[config.mk]
export PLATFORM = sky130hd
export DESIGN_NAME = unified_mem_arbiter_flat
export DESIGN_NICKNAME = d
export VERILOG_FILES = /design/src/rtl/unified_mem_arbiter_pkg.sv /design/src/rtl/unified_mem_arbiter_if.sv /design/src/rtl/unified_mem_arbiter_pick.sv /design/src/rtl/unified_mem_arbiter.sv /design/src/flat_wrapper.sv
export SDC_FILE = /design/constraint.sdc
export NUM_CORES = 1
export LEC_CHECK = 0
export CAP_MARGIN = 30
export CORE_MARGIN = 2
export CORE_UTILIZATION = 39
export DETAILED_ROUTE_END_ITERATION = 8
export GPL_TIMING_DRIVEN = 1
export HOLD_SLACK_MARGIN = 0.1
export PLACE_DENSITY = 0.8
export RECOVER_POWER = 100
export SETUP_SLACK_MARGIN = 0.02
export SYNTH_ARGS = -nofsm -noshare
export SYNTH_HDL_FRONTEND = slang
export SYNTH_SLANG_ARGS = --single-unit
[constraint.sdc]
create_clock -name clk -period 1.5 [get_ports clk]
set_input_delay 0.15 -clock clk [delete_from_list [all_inputs] [get_ports clk]]
set_output_delay 0.15 -clock clk [all_outputs]
set_load 0.01 [all_outputs]
[src/rtl/unified_mem_arbiter_pkg.sv]
// Shared types and default widths for the unified memory arbiter.
//   arb_state_e : arbiter FSM states (IDLE, IF_BUSY, DM_BUSY)
//   arb_port_e  : requester identity (PORT_IF, PORT_DM)
//   ADDR_W_DEFAULT / DATA_W_DEFAULT : default bus widths
package mem_arb_pkg;

  localparam int unsigned ADDR_W_DEFAULT = 32;
  localparam int unsigned DATA_W_DEFAULT = 32;

  typedef enum logic [1:0] {
    IDLE,
    IF_BUSY,
    DM_BUSY
  } arb_state_e;

  typedef enum logic {
    PORT_IF,
    PORT_DM
  } arb_port_e;

endpackage

[src/rtl/unified_mem_arbiter_if.sv]
// Bus bundle between the pipeline (fetch + data ports), the arbiter and the memory.
//   fetch port : if_req, if_addr, if_kill -> if_rdata, if_ack, if_stall
//   data port  : dm_req, dm_we, dm_addr, dm_wdata -> dm_rdata, dm_ack, dm_stall
//   memory     : mem_valid, mem_we, mem_addr, mem_wdata -> mem_done, mem_rdata
// Modport slave is the arbiter's view; master is the surrounding environment's view.
interface unified_mem_arbiter_if
  import mem_arb_pkg::*;
#(
  parameter int unsigned ADDR_W = ADDR_W_DEFAULT,
  parameter int unsigned DATA_W = DATA_W_DEFAULT
);
  logic              if_req;
  logic [ADDR_W-1:0] if_addr;
  logic              if_kill;
  logic [DATA_W-1:0] if_rdata;
  logic              if_ack;
  logic              if_stall;

  logic              dm_req;
  logic              dm_we;
  logic [ADDR_W-1:0] dm_addr;
  logic [DATA_W-1:0] dm_wdata;
  logic [DATA_W-1:0] dm_rdata;
  logic              dm_ack;
  logic              dm_stall;

  logic              mem_valid;
  logic              mem_we;
  logic [ADDR_W-1:0] mem_addr;
  logic [DATA_W-1:0] mem_wdata;
  logic              mem_done;
  logic [DATA_W-1:0] mem_rdata;

  modport slave (
    input  if_req, if_addr, if_kill,
    output if_rdata, if_ack, if_stall,
    input  dm_req, dm_we, dm_addr, dm_wdata,
    output dm_rdata, dm_ack, dm_stall,
    output mem_valid, mem_we, mem_addr, mem_wdata,
    input  mem_done, mem_rdata
  );

  modport master (
    output if_req, if_addr, if_kill,
    input  if_rdata, if_ack, if_stall,
    output dm_req, dm_we, dm_addr, dm_wdata,
    input  dm_rdata, dm_ack, dm_stall,
    input  mem_valid, mem_we, mem_addr, mem_wdata,
    output mem_done, mem_rdata
  );

endinterface

[src/rtl/unified_mem_arbiter_pick.sv]
// Combinational winner selection for the unified memory arbiter.
//   if_valid, dm_valid : active requests this cycle
//   last_grant         : port granted most recently (round-robin only)
//   grant_valid        : at least one request is active
//   grant_port         : winning port
// Build option ARB_ROUND_ROBIN_EN: on a tie the port not granted last wins;
// otherwise the data port always wins ties (older instruction goes first).
module mem_arb_pick
  import mem_arb_pkg::*;
(
  input  logic      if_valid,
  input  logic      dm_valid,
  input  arb_port_e last_grant,
  output logic      grant_valid,
  output arb_port_e grant_port
);

  always_comb begin
    grant_valid = if_valid || dm_valid;
    grant_port  = PORT_DM;
    if (if_valid && dm_valid) begin
`ifdef ARB_ROUND_ROBIN_EN
      grant_port = (last_grant == PORT_IF) ? PORT_DM : PORT_IF;
`else
      grant_port = PORT_DM;
`endif
    end else if (if_valid) begin
      grant_port = PORT_IF;
    end
  end

`ifndef ARB_ROUND_ROBIN_EN
  logic unused_last_grant;
  assign unused_last_grant = last_grant;
`endif

endmodule

[src/rtl/unified_mem_arbiter.sv]
// Shares one single-ported memory between the fetch port and the data port.
// One transaction outstanding at a time; acks are registered and last one cycle.
//   clk  : rising-edge clock
//   rst  : synchronous active-high reset
//   bus  : unified_mem_arbiter_if.slave (fetch, data and memory signals)
// Build option ARB_ROUND_ROBIN_EN enables a one-bit last-grant pointer for ties.
module unified_mem_arbiter
  import mem_arb_pkg::*;
(
  input logic                  clk,
  input logic                  rst,
  unified_mem_arbiter_if.slave bus
);

  arb_state_e state_q, state_d;
  logic       kill_pending_q, kill_pending_d;
  logic       if_ack_d, dm_ack_d;
  logic       if_valid, dm_valid, grant_valid, grant_now;
  arb_port_e  grant_port, last_grant;

  // A fetch being killed this cycle does not take part in arbitration.
  assign if_valid  = bus.if_req && !bus.if_kill;
  assign dm_valid  = bus.dm_req;
  assign grant_now = (state_q == IDLE) && grant_valid;

  mem_arb_pick u_pick (
    .if_valid    (if_valid),
    .dm_valid    (dm_valid),
    .last_grant  (last_grant),
    .grant_valid (grant_valid),
    .grant_port  (grant_port)
  );

`ifdef ARB_ROUND_ROBIN_EN
  always_ff @(posedge clk) begin
    if (rst) begin
      last_grant <= PORT_IF;
    end else if (grant_now) begin
      last_grant <= grant_port;
    end
  end
`else
  assign last_grant = PORT_IF;
`endif

  always_comb begin
    state_d        = state_q;
    kill_pending_d = kill_pending_q;
    if_ack_d       = 1'b0;
    dm_ack_d       = 1'b0;
    case (state_q)
      IDLE: begin
        kill_pending_d = 1'b0;
        if (grant_valid) begin
          state_d = (grant_port == PORT_DM) ? DM_BUSY : IF_BUSY;
        end
      end
      IF_BUSY: begin
        if (bus.if_kill) begin
          kill_pending_d = 1'b1;
        end
        // Memory cannot be aborted: a killed fetch still completes, silently.
        if (bus.mem_done) begin
          if_ack_d       = !(kill_pending_q || bus.if_kill);
          kill_pending_d = 1'b0;
          state_d        = IDLE;
        end
      end
      DM_BUSY: begin
        if (bus.mem_done) begin
          dm_ack_d = 1'b1;
          state_d  = IDLE;
        end
      end
      default: state_d = IDLE;
    endcase
  end

  always_ff @(posedge clk) begin
    if (rst) begin
      state_q        <= IDLE;
      kill_pending_q <= 1'b0;
      bus.if_ack     <= 1'b0;
      bus.dm_ack     <= 1'b0;
      bus.mem_we     <= 1'b0;
      bus.mem_addr   <= '0;
      bus.mem_wdata  <= '0;
      bus.if_rdata   <= '0;
      bus.dm_rdata   <= '0;
    end else begin
      state_q        <= state_d;
      kill_pending_q <= kill_pending_d;
      bus.if_ack     <= if_ack_d;
      bus.dm_ack     <= dm_ack_d;
      if (grant_now) begin
        if (grant_port == PORT_DM) begin
          bus.mem_we    <= bus.dm_we;
          bus.mem_addr  <= bus.dm_addr;
          bus.mem_wdata <= bus.dm_wdata;
        end else begin
          bus.mem_we    <= 1'b0;
          bus.mem_addr  <= bus.if_addr;
          bus.mem_wdata <= '0;
        end
      end else if ((state_q != IDLE) && bus.mem_done) begin
        bus.mem_we <= 1'b0;
      end
      if (if_ack_d) begin
        bus.if_rdata <= bus.mem_rdata;
      end
      // Writes complete with an ack but leave dm_rdata untouched.
      if (dm_ack_d && !bus.mem_we) begin
        bus.dm_rdata <= bus.mem_rdata;
      end
    end
  end

  assign bus.mem_valid = (state_q != IDLE);
  assign bus.if_stall  = bus.if_req && !bus.if_ack;
  assign bus.dm_stall  = bus.dm_req && !bus.dm_ack;

endmodule

[src/flat_wrapper.sv]
// flat-port wrapper written by rule: the top's interface ports become plain ports
module unified_mem_arbiter_flat import mem_arb_pkg::*;
  (clk, rst, bus_if_req, bus_if_addr, bus_if_kill, bus_if_rdata, bus_if_ack, bus_if_stall, bus_dm_req, bus_dm_we, bus_dm_addr, bus_dm_wdata, bus_dm_rdata, bus_dm_ack, bus_dm_stall, bus_mem_valid, bus_mem_we, bus_mem_addr, bus_mem_wdata, bus_mem_done, bus_mem_rdata);
  unified_mem_arbiter_if #(.ADDR_W(32), .DATA_W(32)) bus_i ();
  input logic clk;
  input logic rst;
  input wire logic [$bits(bus_i.if_req)-1:0] bus_if_req;
  input wire logic [$bits(bus_i.if_addr)-1:0] bus_if_addr;
  input wire logic [$bits(bus_i.if_kill)-1:0] bus_if_kill;
  output wire logic [$bits(bus_i.if_rdata)-1:0] bus_if_rdata;
  output wire logic [$bits(bus_i.if_ack)-1:0] bus_if_ack;
  output wire logic [$bits(bus_i.if_stall)-1:0] bus_if_stall;
  input wire logic [$bits(bus_i.dm_req)-1:0] bus_dm_req;
  input wire logic [$bits(bus_i.dm_we)-1:0] bus_dm_we;
  input wire logic [$bits(bus_i.dm_addr)-1:0] bus_dm_addr;
  input wire logic [$bits(bus_i.dm_wdata)-1:0] bus_dm_wdata;
  output wire logic [$bits(bus_i.dm_rdata)-1:0] bus_dm_rdata;
  output wire logic [$bits(bus_i.dm_ack)-1:0] bus_dm_ack;
  output wire logic [$bits(bus_i.dm_stall)-1:0] bus_dm_stall;
  output wire logic [$bits(bus_i.mem_valid)-1:0] bus_mem_valid;
  output wire logic [$bits(bus_i.mem_we)-1:0] bus_mem_we;
  output wire logic [$bits(bus_i.mem_addr)-1:0] bus_mem_addr;
  output wire logic [$bits(bus_i.mem_wdata)-1:0] bus_mem_wdata;
  input wire logic [$bits(bus_i.mem_done)-1:0] bus_mem_done;
  input wire logic [$bits(bus_i.mem_rdata)-1:0] bus_mem_rdata;
  assign bus_i.if_req = bus_if_req;
  assign bus_i.if_addr = bus_if_addr;
  assign bus_i.if_kill = bus_if_kill;
  assign bus_if_rdata = bus_i.if_rdata;
  assign bus_if_ack = bus_i.if_ack;
  assign bus_if_stall = bus_i.if_stall;
  assign bus_i.dm_req = bus_dm_req;
  assign bus_i.dm_we = bus_dm_we;
  assign bus_i.dm_addr = bus_dm_addr;
  assign bus_i.dm_wdata = bus_dm_wdata;
  assign bus_dm_rdata = bus_i.dm_rdata;
  assign bus_dm_ack = bus_i.dm_ack;
  assign bus_dm_stall = bus_i.dm_stall;
  assign bus_mem_valid = bus_i.mem_valid;
  assign bus_mem_we = bus_i.mem_we;
  assign bus_mem_addr = bus_i.mem_addr;
  assign bus_mem_wdata = bus_i.mem_wdata;
  assign bus_i.mem_done = bus_mem_done;
  assign bus_i.mem_rdata = bus_mem_rdata;
  unified_mem_arbiter u_core (.clk(clk), .rst(rst), .bus(bus_i));
endmodule
# Yosys cells after proc, flatten, opt, wreduce, memory -nomap -nowiden
# Index checks and enable logic that the tools add are counted.
[op_classes] n_eq_ne=5 muxes=18 n_reduce_logical=21
[ops] cell="$mux W32" n=2
[ops] cell="$mux W1" n=11
[ops] cell="$logic_and A1 B1 Y1" n=7
[ops] cell="$mux W2" n=3
[ops] cell="$reduce_bool A2 Y1" n=3
[ops] cell="$logic_not A1 Y1" n=5
[ops] cell="$ne A2 B1 Y1 const B" n=2
[ops] cell="$pmux W2 S2" n=1
[ops] cell="$reduce_and A2 Y1" n=2
[ops] cell="$ne A3 B3 Y1 const B" n=1
[ops] cell="$eq A2 B1 Y1 const B" n=1
[ops] cell="$eq A2 B2 Y1 const B" n=1
[ops] cell="$logic_not A2 Y1" n=1
[ops] cell="$logic_or A1 B1 Y1" n=2
[ops] cell="$pmux W1 S2" n=1
[ops] cell="$reduce_or A2 Y1" n=1
[totals] regBits=134 output_inout_bits=134

# Logic depth before layout (Yosys ltp)
[logic_depth] word_depth=7 depth_mapped=8

# Cells and area by module
# Synthesis repeated with hierarchy kept, for this count alone.
[hier_totals] hier_cells=608 area_unflattened_um2=5136.2
[modules_own_cells] module="unified_mem_arbiter" n_inst=1 cells_each=606 area_per_inst_um2=5123.7 seq_area_each_um2=2682.6
[modules_own_cells] module="mem_arb_pick" n_inst=1 cells_each=2 area_per_inst_um2=12.5 seq_area_each_um2=0.0

# Least setup slack after synthesis
# No wires, ideal clock.
[synth_timing] path_kind="reg2reg" from="reg u_core.state_q[0]" to="reg u_core.bus.mem_wdata[1]" setup_ps=117 t_arrival_ps=1278 t_required_ps=1383 setup_slack_ps=105 stages_incl_launch_ff=8 cell_sequence="dfxtp_1 > inv_1 > ha_1 > buf_2 > nand2_1 > nor2_2 > buf_2 > a32o_1"
[synth_via] elab_chain_cells=2
[synth_rtl] element="from (decl)" line_no="unified_mem_arbiter.sv:15" source="arb_state_e state_q, state_d;"
[synth_rtl] element="from (signal assigned)" line_no="unified_mem_arbiter.sv:91" source="state_q <= state_d;"
[synth_rtl] element="$logic_not A2 Y1" line_no="unified_mem_arbiter.sv:24" source="assign grant_now = (state_q == IDLE) && grant_valid;"
[synth_rtl] element="$logic_and A1 B1 Y1" line_no="unified_mem_arbiter.sv:24"
[synth_rtl] element="to (signal assigned)" line_no="unified_mem_arbiter.sv:99" source="bus.mem_wdata <= bus.dm_wdata;"
[synth_rtl] element="to (decl)" line_no="unified_mem_arbiter_if.sv:39" source="output mem_valid, mem_we, mem_addr, mem_wdata,"
# Every way passes these cells.
# A chain may end at the register's enable or synchronous reset.

# Final worst setup path
[layout_timing] from="reg u_core.bus.dm_rdata[13]" to="out bus_dm_rdata[13]"
[layout_lines] element="from (decl)" line_no="unified_mem_arbiter_if.sv:38" source="output dm_rdata, dm_ack, dm_stall,"
[layout_lines] element="from (signal assigned)" line_no="unified_mem_arbiter.sv:113" source="bus.dm_rdata <= bus.mem_rdata;"
[layout_lines] element="to (decl)" line_no="flat_wrapper.sv:17" source="output wire logic [$bits(bus_i.dm_rdata)-1:0] bus_dm_rdata;"
# No word-level cell between the ends.

==> summary.txt <==
row count -> 40
Pint -> 0.007388 W
status -> finished, final reports clean
critical path class -> reg2out
CP Cell Sequence -> clkdlybuf4s50_1
Final Setup Violations -> 0
die height -> 115.7 µm
worst slew pin tran -> 0.7285 ns
Routed WL -> 16960 µm
Tmin final -> 1.453 ns
FF/Latch Area -> 2688 µm²
reg-to-reg slack, setup -> 0.06 ns
Worst Hold Class -> in2reg
Max Root-Sink Buffers -> 2
commonest cells after routing, fill and taps aside -> clkdlybuf4s50_1 (192), dfxtp_1 (132), nand2_1 (130)
Fin. Hold Viols -> 0
drc violations -> 0
Slew headroom -> 51.44%
TritonRoute pass-1 iters -> 5
Hold Buf Count CTS -> 0
remaining antenna violation count -> 0
RR Endpoint -> u_core.bus.if_rdata[28]
layout cells sized above 1 -> 8.344%
DP Area -> 7833 µm²
clk_lat worst skew -> 0.41 ns
first-pass GRT wire length -> 25000 µm
startpoint types -> register
FF-to-FF path depth -> 7
power per cell area -> 1170 nW/µm²
CTS Buf Count -> 17
largest net degree at the start of global routing -> 70
Via-to-Cell Ratio -> 5.134
# clock sinks -> 134
Worst EP required -> 1.35 ns
Placeable Area -> 12110 µm²
Layout Nets -> 941
via count -> 5047
drt wl/cell -> 17.25 µm
crit path max fanout -> 2
total chip power -> 0.009724 W
Syn Std Cell Area -> 4865 µm²
full die area -> 13380 µm²
Slowest-stage cell, CP -> clkdlybuf4s50_1
CP peak stage delay -> 0.55 ns
initial core utilization -> 40.17%
initial antenna violation count -> 0
GPL Wtd Cong -> 0.8045
switch share -> 24.02%
Post-Synthesis Cells -> 537
design area -> 8309 µm²
CTS tree -> built
crit path DAT -> 1.30 ns
Net Sw Power -> 0.002336 W
Slew Viols, Final -> 0
WP buf/inv -> 1
r2r startpoint -> u_core.state_q[1]
HP Start -> rst
maximum vdd ir drop -> 0.0009800 V
#FFs+latches synth -> 134
Reg power frac -> 40.4%
Worst Hold Path Cells -> 4
combinational group share of total power -> 16.9%
Mean Syn Cell Area -> 9.059 µm²
H-tree level count -> 4
Ports -> 269
Synth cell types -> 33
number of I/O port buffers -> 268
YS warnings -> 0
area grow syn2layout -> 70.81%
Core Util, Final -> 68.61%
drt initial violations -> 228
vias in the first global route -> 5060
Worst Setup End Kind -> output port
Synth Net Count -> 675
Peak Freq -> 688.1 MHz
most common cell after layout, fill and taps aside -> clkdlybuf4s50_1
clock slew at reported path FFs -> 0.05 ns
Fin Clk Skew -> 0.004030 ns
clock power share -> 42.6%
sequential share of the synthesized area -> 55.14%
total gr overflow -> 0
Tcrit/Tclk final -> 96.89%
CP top delay family -> buffers and inverters
Root Buffer -> clkbuf_16
Worst Hold End -> u_core.bus.mem_addr[25]
GRT Overall Usage -> 24.45%
fillcell total -> 982
dpl hpwl -> 11980 µm
Leakage -> 3.041 nW
die width -> 115.7 µm
Max-cap violations -> 0
# diodes -> 0
footprint of the multi-input gates -> 1842 µm²
-- synth_stat cells --
cell type  count  area share (%)
nand4bb_1      2            0.46
nand3b_1       1            0.15
or3_1          1            0.13
a2bb2oi_1      1            0.18
and3b_1        1            0.18
inv_1         35             2.7
a21oi_1       98              10
a211oi_1       1            0.15
nor2_2         1            0.13
clkbuf_1      10            0.77
nand2b_1       2            0.26
o221ai_1      32             5.8
nand3_1        1            0.10
mux2i_1        1            0.21
ha_1           3            0.77
and3_1         1            0.13
buf_2         30             3.1
buf_1          1           0.077
nor2b_2        1            0.18
nor4bb_1       1            0.21
dfxtp_1      134              55
nor2_1         3            0.23
buf_4          3            0.46
a32oi_1        1            0.18
nand2_1      130              10
a31oi_1        1            0.13
or3b_1         1            0.18
nor2b_1        2            0.26
o21ai_2        1            0.18
buf_6          3            0.69
or2_2          1            0.13
inv_2          1           0.077
a32o_1        32             6.6
-- sequential cells by signal, summed over array words and instances, names as in the netlist, 2 cells and up --
register / cells
u_core.bus.dm_rdata: 32
u_core.bus.if_rdata: 32
u_core.bus.mem_addr: 32
u_core.bus.mem_wdata: 32
u_core.state_q: 2
-- power groups by stage --
stage / combinational, W / sequential (W) / clock [W]
2_1_floorplan: 0.000526 / 0.00409 / 0
3_3_place_gp: 0.00168 / 0.00398 / 0
3_5_place_dp: 0.00172 / 0.00400 / 0
4_1_cts: 0.00171 / 0.00393 / 0.00422
5_1_grt: 0.00177 / 0.00395 / 0.00436
6_report: 0.00165 / 0.00393 / 0.00415
-- logic make-up (layout without fill, tap and decap cells) --
| group | Yosys count | after routing | share of synthesized area (%) |
|---|---|---|---|
| DFF | 134 | 134 | 55.14 |
| and+or+nand+nor | 149 | 149 | 12.76 |
| adders and majority gates | 3 | 3 | 0.7717 |
| AOI/OAI and AO/OA | 167 | 167 | 23.25 |
| muxes | 1 | 1 | 0.2058 |
| buffers and inverters | 83 | 361 | 7.870 |
-- metrics by stage --
stage	hold WS, ns	TNS, ns	setup WS, ns	cells
6_report	0.2012	0	0.04663	983
3_5_place_dp	0.4410	-8.018	-0.1418	950
4_1_cts	0.1868	-0.04204	-0.03468	983
5_1_grt	0.2330	-0.01210	-0.006092	983
2_1_floorplan	0.2758	0	0.1051	537
3_3_place_gp	0.4325	-4.181	-0.09236	950
-- layer usage --
metal	wire length, µm	vias to the layer above	global-route usage (%)
li1	-	2401	-
met1	6156	2399	24.28
met2	8680	227	44.80
met3	1822	20	10.41
met4	301	0	10.00
met5	0	-	0
-- worst min-delay path: stages --
cell and delay, ns:
buf_2 0.12, inv_2 0.14, o221ai_1 0.11, a21oi_1 0.05
-- worst max path at each step --
stage	startpoint	end	slack, ns	depth (start not counted)
after detailed placement	bus_if_kill	u_core.bus.mem_addr[5]	-0.14	5
after floorplan	u_core.state_q[0]	u_core.bus.mem_wdata[1]	0.11	7
after CTS	u_core.state_q[1]	bus_mem_valid	-0.03	4
after global routing	u_core.state_q[1]	u_core.bus.if_rdata[28]	-0.006	7
after global placement	bus_dm_req	bus_dm_stall	-0.09	3
final	u_core.bus.dm_rdata[13]	bus_dm_rdata[13]	0.05	1
-- final cells by class --
class / instances / area share (%)
clock inverters: 9 / 1.521
multi-input cells: 320 / 22.17
repair buffers: 294 / 34.20
well taps: 168 / 2.530
inverters: 36 / 1.656
flip-flops and latches: 134 / 32.34
clock buffers: 22 / 5.587
-- repair_timing --
action	CTS	global route
endpoints found under the hold margin	0	0
setup endpoints to repair	52	155
gates cloned	1	0
gates resized for setup	26	69
pin swaps	1	0
buffers inserted	1	0
Power figures use the tool's default switching activity.
